## src/rtl/pc_sequencer_pkg.sv

```systemverilog
// Shared constants for the program-counter sequencer: FSM state encodings and
// next-PC source selection in strobe-priority order (RET > CALL > JMP/branch > step).
package pc_sequencer_pkg;

  localparam logic [0:0] PCS_RUN  = 1'b0;
  localparam logic [0:0] PCS_HALT = 1'b1;

  localparam logic [1:0] SEL_STEP   = 2'd0;
  localparam logic [1:0] SEL_TARGET = 2'd1;
  localparam logic [1:0] SEL_CALL   = 2'd2;
  localparam logic [1:0] SEL_RET    = 2'd3;

  // Resolve simultaneous strobes; lower-priority strobes are dropped.
  function automatic logic [1:0] pick_sel(input logic jump, input logic branch_taken,
                                          input logic call, input logic ret);
    logic [1:0] sel;
    if (ret) begin
      sel = SEL_RET;
    end else if (call) begin
      sel = SEL_CALL;
    end else if (jump || branch_taken) begin
      sel = SEL_TARGET;
    end else begin
      sel = SEL_STEP;
    end
    return sel;
  endfunction

endpackage

```

## src/rtl/pc_sequencer_return_stack.sv

```systemverilog
// Hardware return-address LIFO. A push while full overwrites the oldest entry
// (sp wraps) and the occupancy count saturates at DEPTH.
module return_stack #(
  parameter int DEPTH = 8,
  parameter int WIDTH = 16
) (
  input  logic                       clk,
  input  logic                       rst_n,
  input  logic                       push,
  input  logic                       pop,
  input  logic [WIDTH-1:0]           push_data,
  output logic [WIDTH-1:0]           top,
  output logic [$clog2(DEPTH):0]     depth,
  output logic                       full,
  output logic                       empty
);

  localparam int PTR_W = $clog2(DEPTH);

  logic [WIDTH-1:0] mem_r [DEPTH];
  logic [PTR_W-1:0] sp_r;
  logic [PTR_W:0]   count_r;

  // Pointer, occupancy and storage update; push wins if both are requested.
  always_ff @(posedge clk or negedge rst_n) begin
    if (!rst_n) begin
      sp_r    <= '0;
      count_r <= '0;
      for (int i = 0; i < DEPTH; i++) begin
        mem_r[i] <= '0;
      end
    end else if (push) begin
      mem_r[sp_r] <= push_data;
      sp_r        <= sp_r + PTR_W'(1);
      if (!full) begin
        count_r <= count_r + (PTR_W + 1)'(1);
      end else begin
        count_r <= count_r;
      end
    end else if (pop && !empty) begin
      sp_r    <= sp_r - PTR_W'(1);
      count_r <= count_r - (PTR_W + 1)'(1);
    end else begin
      sp_r    <= sp_r;
      count_r <= count_r;
    end
  end

  assign top   = mem_r[sp_r - PTR_W'(1)];
  assign depth = count_r;
  assign full  = (count_r == (PTR_W + 1)'(DEPTH));
  assign empty = (count_r == '0);

endmodule

```

## src/rtl/pc_sequencer.sv

```systemverilog
// Program-counter sequencer driving the instruction ROM address, with CALL/RET
// return stack. Optional macro PC_SEQ_FAULT_HALT_EN turns stack faults into a HALT state.
module pc_sequencer
  import pc_sequencer_pkg::*;
#(
  parameter int                ADDR_W       = 16,
  parameter int                STACK_DEPTH  = 8,
  parameter logic [ADDR_W-1:0] RESET_VECTOR = '0
) (
  input  logic                          clk,
  input  logic                          rst_n,
  input  logic                          stall,
  input  logic                          jump,
  input  logic                          branch_taken,
  input  logic                          call,
  input  logic                          ret,
  input  logic [ADDR_W-1:0]             target,
  output logic [ADDR_W-1:0]             address,
  output logic [$clog2(STACK_DEPTH):0]  depth,
  output logic                          overflow,
  output logic                          underflow,
  output logic                          halted
);

  logic [ADDR_W-1:0] pc_r;
  logic [0:0]        state_r;
  logic              overflow_r;
  logic              underflow_r;

  logic [ADDR_W-1:0] next_pc_s;
  logic [ADDR_W-1:0] pc_inc_s;
  logic [ADDR_W-1:0] top_s;
  logic [0:0]        next_state_s;
  logic              push_s;
  logic              pop_s;
  logic              set_ovf_s;
  logic              set_udf_s;
  logic              full_s;
  logic              empty_s;

  return_stack #(
    .DEPTH (STACK_DEPTH),
    .WIDTH (ADDR_W)
  ) u_stack (
    .clk       (clk),
    .rst_n     (rst_n),
    .push      (push_s),
    .pop       (pop_s),
    .push_data (pc_inc_s),
    .top       (top_s),
    .depth     (depth),
    .full      (full_s),
    .empty     (empty_s)
  );

  assign pc_inc_s = pc_r + ADDR_W'(1);

  // Next-PC mux, stack control and fault detection.
  always_comb begin
    next_pc_s    = pc_r;
    next_state_s = state_r;
    push_s       = 1'b0;
    pop_s        = 1'b0;
    set_ovf_s    = 1'b0;
    set_udf_s    = 1'b0;
    case (state_r)
      PCS_RUN: begin
        if (!stall) begin
          case (pick_sel(jump, branch_taken, call, ret))
            SEL_RET: begin
              if (empty_s) begin
                set_udf_s = 1'b1;
`ifdef PC_SEQ_FAULT_HALT_EN
                next_state_s = PCS_HALT;
`else
                next_pc_s = RESET_VECTOR;
`endif
              end else begin
                next_pc_s = top_s;
                pop_s     = 1'b1;
              end
            end
            SEL_CALL: begin
              if (full_s) begin
                set_ovf_s = 1'b1;
`ifdef PC_SEQ_FAULT_HALT_EN
                next_state_s = PCS_HALT;
`else
                push_s    = 1'b1;
                next_pc_s = target;
`endif
              end else begin
                push_s    = 1'b1;
                next_pc_s = target;
              end
            end
            SEL_TARGET: next_pc_s = target;
            SEL_STEP:   next_pc_s = pc_inc_s;
            default:    next_pc_s = pc_r;
          endcase
        end else begin
          next_pc_s = pc_r;
        end
      end
      PCS_HALT: next_pc_s = pc_r;
      default:  next_state_s = PCS_HALT;
    endcase
  end

  // PC, state and sticky fault flags.
  always_ff @(posedge clk or negedge rst_n) begin
    if (!rst_n) begin
      pc_r        <= RESET_VECTOR;
      state_r     <= PCS_RUN;
      overflow_r  <= 1'b0;
      underflow_r <= 1'b0;
    end else begin
      pc_r        <= next_pc_s;
      state_r     <= next_state_s;
      overflow_r  <= overflow_r | set_ovf_s;
      underflow_r <= underflow_r | set_udf_s;
    end
  end

  assign address   = pc_r;
  assign overflow  = overflow_r;
  assign underflow = underflow_r;
`ifdef PC_SEQ_FAULT_HALT_EN
  assign halted = (state_r == PCS_HALT);
`else
  assign halted = 1'b0;
`endif

endmodule

```

## config.mk

```make
export PLATFORM = sky130hd
export DESIGN_NAME = pc_sequencer
export DESIGN_NICKNAME = d
export VERILOG_FILES = /design/src/rtl/pc_sequencer_pkg.sv /design/src/rtl/pc_sequencer_return_stack.sv /design/src/rtl/pc_sequencer.sv
export SDC_FILE = /design/constraint.sdc
export NUM_CORES = 1
export LEC_CHECK = 0
export ABC_AREA = 1
export BUFFER_PORTS_ARGS = -buffer_cell sky130_fd_sc_hd__buf_4
export CORE_ASPECT_RATIO = 0.7
export CORE_MARGIN = 2
export CORE_UTILIZATION = 55
export CTS_CLUSTER_DIAMETER = 150
export DETAILED_ROUTE_END_ITERATION = 10
export PLACE_DENSITY = 0.83
export REMOVE_ABC_BUFFERS = 1
export SLEW_MARGIN = 20
export SYNTH_ARGS = -nofsm -noshare
export SYNTH_HDL_FRONTEND = slang
export SYNTH_SLANG_ARGS = --single-unit
export TNS_END_PERCENT = 5
```

## constraint.sdc

```tcl
create_clock -name clk -period 2.11 [get_ports clk]
set_input_delay 0.3165 -clock clk [delete_from_list [all_inputs] [get_ports clk]]
set_output_delay 0.3165 -clock clk [all_outputs]
set_load 0.03 [all_outputs]
```

# Word-level counts from Yosys, hierarchy flattened
# Cells that the tools add are included.
[totals] input_bits=23 output_inout_bits=23 reg_bits=153
[op_classes] n_mux=29 eq_ne=5 reduce_logical=9 order_cmp=3 n_addsub=5 bitwise_logic=4
[op_table] op="128-bit bitwise mux" count=1
[op_table] op="16-bit two-way mux" count=5
[op_table] op="16-bit binary-select mux with 3-bit select" count=1
[op_table] op="16-bit demux with 3-bit select" count=1
[op_table] op="16-bit one-hot mux with 3 select lines" count=1
[op_table] op="16-bit by 1-bit adder with 16-bit output (second input constant)" count=1
[op_table] op="1-bit two-way mux" count=12
[op_table] op="4-bit two-way mux" count=3
[op_table] op="4-bit greater-or-equal comparator (second input constant)" count=2
[op_table] op="3-bit NOT with 4-bit output" count=2
[op_table] op="2-bit two-way mux" count=3
[op_table] op="3-bit two-way mux" count=2
[op_table] op="4-bit by 1-bit adder with 4-bit output (second input constant)" count=1
[op_table] op="2-bit equality test (second input constant)" count=2
[op_table] op="4-bit equality test (second input constant)" count=1
[op_table] op="4-bit logical NOT" count=1
[op_table] op="4-bit by 1-bit less-than comparator with 1-bit output (second input constant)" count=1
[op_table] op="4-bit by 1-bit subtractor with 4-bit output (second input constant)" count=1
[op_table] op="3-bit by 1-bit adder with 3-bit output (second input constant)" count=1
[op_table] op="3-bit by 1-bit subtractor with 3-bit output (second input constant)" count=1
[op_table] op="2-bit by 1-bit equality test with 1-bit output (second input constant)" count=1
[op_table] op="1-bit logical AND" count=2
[op_table] op="2-bit logical NOT" count=1
[op_table] op="2-bit inequality test (second input constant)" count=1
[op_table] op="other kinds (6)" count=7

# Longest topological paths before layout
[depth] word_depth=11 mapped_depth=13 depth_no_buf=11

# Cells and area by module
# From an unflattened synthesis, not the netlist that was laid out.
[hier_totals] cells_unflattened=1048 area_unflattened_um2=8020.2
[by_module_without_submodules] module="return_stack" area_per_inst_um2=6463.7 cells_per_inst=798 instances=1
[by_module_without_submodules] module="pc_sequencer" area_per_inst_um2=1556.5 cells_per_inst=250 instances=1

# Worst setup path before layout
# OpenSTA, ideal clock, no wires.
[synth_path] path_kind="reg-to-reg" start="reg u_stack.sp_r[0]" end="reg pc_r[4], in the netlist address[4]" setup_slack_ns=-0.011 t_required_ns=2.033 arrival_time_ns=2.043 n_path_buf=5 path_stages_with_launch=13 setup_ns=0.077 period_less_slack_ns=2.121 path_cell_list="dfrtp_1 buf_4 inv_2 clkbuf_1 ha_1 buf_2 buf_2 buf_1 a21oi_1 o21ai_0 nand3_1 nand3_1 a21oi_1"
[synth_via] elab_chain_cells=8
[synth_rtl] element="start, declared" line_no="pc_sequencer_return_stack.sv:21" source="logic [PTR_W-1:0] sp_r;"
[synth_rtl] element="start signal, assigned" line_no="pc_sequencer_return_stack.sv:34" source="sp_r <= sp_r + PTR_W'(1);"
[synth_rtl] element="start signal, assigned" line_no="pc_sequencer_return_stack.sv:41" source="sp_r <= sp_r - PTR_W'(1);"
[synth_rtl] element="start signal, assigned" line_no="pc_sequencer_return_stack.sv:44" source="sp_r <= sp_r;"
[synth_rtl] element="3-bit by 1-bit subtractor with 3-bit output" line_no="pc_sequencer_return_stack.sv:49" source="assign top = mem_r[sp_r - PTR_W'(1)];"
[synth_rtl] element="3-bit NOT with 4-bit output (not written as such)" line_no="pc_sequencer_return_stack.sv:49"
[synth_rtl] element="16-bit binary-select mux with 3-bit select" line_no="pc_sequencer_return_stack.sv:49"
[synth_rtl] element="16-bit two-way mux (not written as such) (2 in a row)" line_no="pc_sequencer_return_stack.sv:49"
[synth_rtl] element="16-bit two-way mux" line_no="pc_sequencer.sv:71" source="if (empty_s) begin"
[synth_rtl] element="16-bit one-hot mux with 3 select lines" line_no="pc_sequencer.sv:69" source="case (pick_sel(jump, branch_taken, call, ret))"
[synth_rtl] element="16-bit two-way mux" line_no="pc_sequencer.sv:68" source="if (!stall) begin"
[synth_rtl] element="end signal, assigned" line_no="pc_sequencer.sv:118" source="pc_r <= next_pc_s;"
[synth_rtl] element="end, declared" line_no="pc_sequencer.sv:25" source="logic [ADDR_W-1:0] pc_r;"
# Every way passes these cells. The select of a mux whose other input is x is not followed.
# A chain may end at the register's enable or synchronous reset.

# Worst setup path in the final report
[layout_path] start="reg u_stack.sp_r[1]" end="reg pc_r[14], in the netlist address[14]"
# Same word-level chain as after synthesis.

==> out/qor.yml <==
critical_path:
  cpPeakStageDelay_ns: 0.42
  r2r_cells: 10
  cpMaxStageDelayCell: "dfrtp_1"
  critPathCapture: "address[14]$_DFFE_PN0N_"
  cp-end-kind: "flop"
  crit_start: "u_stack.sp_r[1]$_DFFE_PN0P_"
  timing.rr.start: "u_stack.sp_r[1]$_DFFE_PN0P_"
  timing.reg2reg.setup_slack_ns: 0.20
  cp-start-kind: "flop"
  timing_worst_setup_path_type: "flop to flop"
  crit_fanout: 23
  required_ns: 2.43
  path_cells: "inv_1, ha_2, buf_4, a21oi_1, o21ai_0, nand3_1, nand3_1, nand2_1, a21oi_1, nor2_1"
  cp.arrival_ns: 2.24
  reg2reg_to: "address[14]$_DFFE_PN0N_"
status:
  status: "completed"
worst_hold_path:
  hold_class: "primary input to flop"
detailed_routing:
  ant_nets: 0
  drc: 0
  viasPerCell: 5.718
  wl_per_cell_um: 16.99
  wl_mm: 20.74
  vias: 6982
  drt-initial-drc-count: 755
  firstDrtPassIters: 5
logic_synthesis:
  syn_area_sq_mm: 0.007741
  synth_top_area_share_pct: 49.46
  synth-edff-count: 0
  ys_types: 39
  synth_area_leaders: "dfrtp_1 (49%), nand2_1 (12%), o21ai_1 (7.0%)"
  synth-async-reset-ratio_pct: 100.0
  synth-seq-cells: 153
  ys_seq_area_share_pct: 49.46
  ys_warn_count: 0
  yosysTopAreaCell: "dfrtp_1"
  synth_cells: 973
  synthFlopType: "dfrtp_1"
  avgSynthCellArea_sq_um: 7.956
pwr:
  p_leak_nw: 4.205
  ir_drop_v: 0.0008133
  p_per_area_mw_per_mm2: 1697
final_layout:
  areaGrowthSynthToFinish_pct: 16.11
  fillCellCount: 1111
  drive_above_1_share_pct: 14.74
  seq_area_sq_mm: 0.003830
  final_area_sq_mm: 0.008989
  nNetsFinal: 1051
  multi_input_area_sq_mm: 0.003326
  antenna_cells: 0
sta:
  period_minus_slack_ns: 1.915
  drv_slew: 0
  tns_ns: 0
  tightest_slew_ns: 0.5319
  fmax_ghz: 0.5223
  rsz0062_at_grt: "no"
  slew-limit-headroom_pct: 64.42
  holdWs_ns: 0.2138
  finalHoldViolCount: 0
  finClkSkew_ns: 0.01077
  post-route-period-util_pct: 90.74
  finalSetupViolCount: 0
clock_network:
  clk_latency_ns: 0.43
  numCtsBuffers: 17
  cts_setup_buffers: 0
  cts_max_path_buffers: 2
  cts_sinks: 153
  htreeDepth: 4
  cts_root_buf: "clkbuf_16"
  cts_tree: "built"
  clkTransAtPathRegs_ns: 0.06
die:
  chipHeight_um: 103.3
  core_sq_mm: 0.01383
  die_w_um: 145.8
  initial_utilization_pct: 55.98
  row_count: 36
  io_pins: 46
  dieArea_sq_mm: 0.01506
placed_design:
  gp_congestion: 0.9108
  portBuffers: 44
  placed_cell_area_sq_mm: 0.008392
  post-dp-hpwl_mm: 13.59
global_routing:
  grt_pass1_vias: 6500
  grt_max_degree: 100
  antenna_found_initial: 0
  grt_remaining_overflow: 0
  grt_pass1_wl_mm: 33.78
  track_usage_pct: 28.93
job:
  maxCapViolations: 0
[flip-flops by register name, summed over array words and instances (netlist names)]
signal         count
address           16
overflow           1
u_stack.depth      4
u_stack.mem_r    128
u_stack.sp_r       3
underflow          1
[metal layers]
layer	share of wire (%)	vias up	global-route usage (%)
met5	0	-	0
met4	2.7	0	11.54
met3	9.6	47	6.360
met2	44	325	43.25
met1	44	3324	41.69
li1	-	3286	-
[synth_stat cells (3+ instances only)]
cell	instances
dfrtp_1	153
nand3_1	45
nand2_1	241
o21ai_0	74
clkbuf_1	17
nand2_2	4
o211ai_1	31
a21oi_1	35
o21bai_1	4
a31oi_1	8
o21ai_1	109
buf_1	3
nor2_2	8
xor2_1	8
inv_2	18
nor2_4	4
ha_1	9
inv_1	72
buf_2	25
buf_4	3
nor2_1	79
[report_power, final]
group,leakage (nW),internal (mW),switching [mW]
Sequential,1.89,4.26,0.886
Clock,0.279,1.69,1.34
Combinational,2.03,2.50,4.58
[stage by stage]
step / util, % / total power, mW / setup WS (ns) / instances
finish: 65.00 / 15.25 / 0.1955 / 1221
global route: 65.00 / 16.30 / 0.01902 / 1221
CTS: 64.95 / 15.14 / 0.2116 / 1221
detailed placement: 60.69 / 12.04 / 0.2158 / 1188
global placement: 60.69 / 11.82 / 0.3415 / 1188
floorplan: - / 9.657 / -2.294 / 923
[cell type report]
cell class	count	area share [%]
clock inverter	14	1.559
timing repair buffer	76	7.391
sequential	153	42.61
inverter	93	3.911
clock buffer	18	4.886
tap	190	2.645
multi-input combinational	677	37.00
[cells in the final DEF (no fill, tap or decap), drive strengths merged]
master,instances
o21ai,183
dfrtp,153
o22ai,1
nor4,1
clkinv,6
o221ai,1
ha,9
conb,1
buf,75
a31oi,9
nand2,245
a21oi,35
nand4,4
xnor2,2
a22oi,1
clkinvlp,3
clkbuf,18
bufinv,1
dlygate4sd3,1
o211ai,31
o21bai,4
xor2,8
inv,97
a41o,1
a21boi,1
fa,1
nand3,48
nor2,91
[critical path, delay by kind of cell (launching register included)]
family	cells	cell delay, ns
AOI/OAI and AO/OA	3	0.30
adders and majority gates	1	0.40
buffers and inverters	2	0.39
DFF	1	0.42
and+or+nand+nor	4	0.29
[what timing repair did]
| action | 4_1_cts | 5_1_grt |
|---|---|---|
| hold buffers | 1 | 0 |
| resized for setup | 0 | 1 |
| setup endpoints to repair | 0 | 3 |
| endpoints found under the hold margin | 38 | 0 |
[how the worst min path moves through the flow]
stage | from | end | cells past startpoint
floorplan | rst_n | address[0]$_DFFE_PN0N_ | 0
global placement | rst_n | u_stack.mem_r[112]$_DFFE_PN0P_ | 1
detailed placement | rst_n | u_stack.mem_r[80]$_DFFE_PN0P_ | 1
CTS | stall | address[8]$_DFFE_PN0N_ | 3
global route | stall | address[7]$_DFFE_PN0N_ | 3
finish | target[14] | address[14]$_DFFE_PN0N_ | 5
[logic make-up after synthesis]
kind of cell               after synthesis  synth area share [%]
AOI/OAI and AO/OA                      267                 18.81
buffers and inverters                  143                 7.710
DFF                                    153                 49.46
and+or+nand+nor                        389                 21.03
other                                    1               0.04844
adders and majority gates               10                 1.713
xor gates and xnor gates                10                 1.228
(Power assumes the default switching activity.)
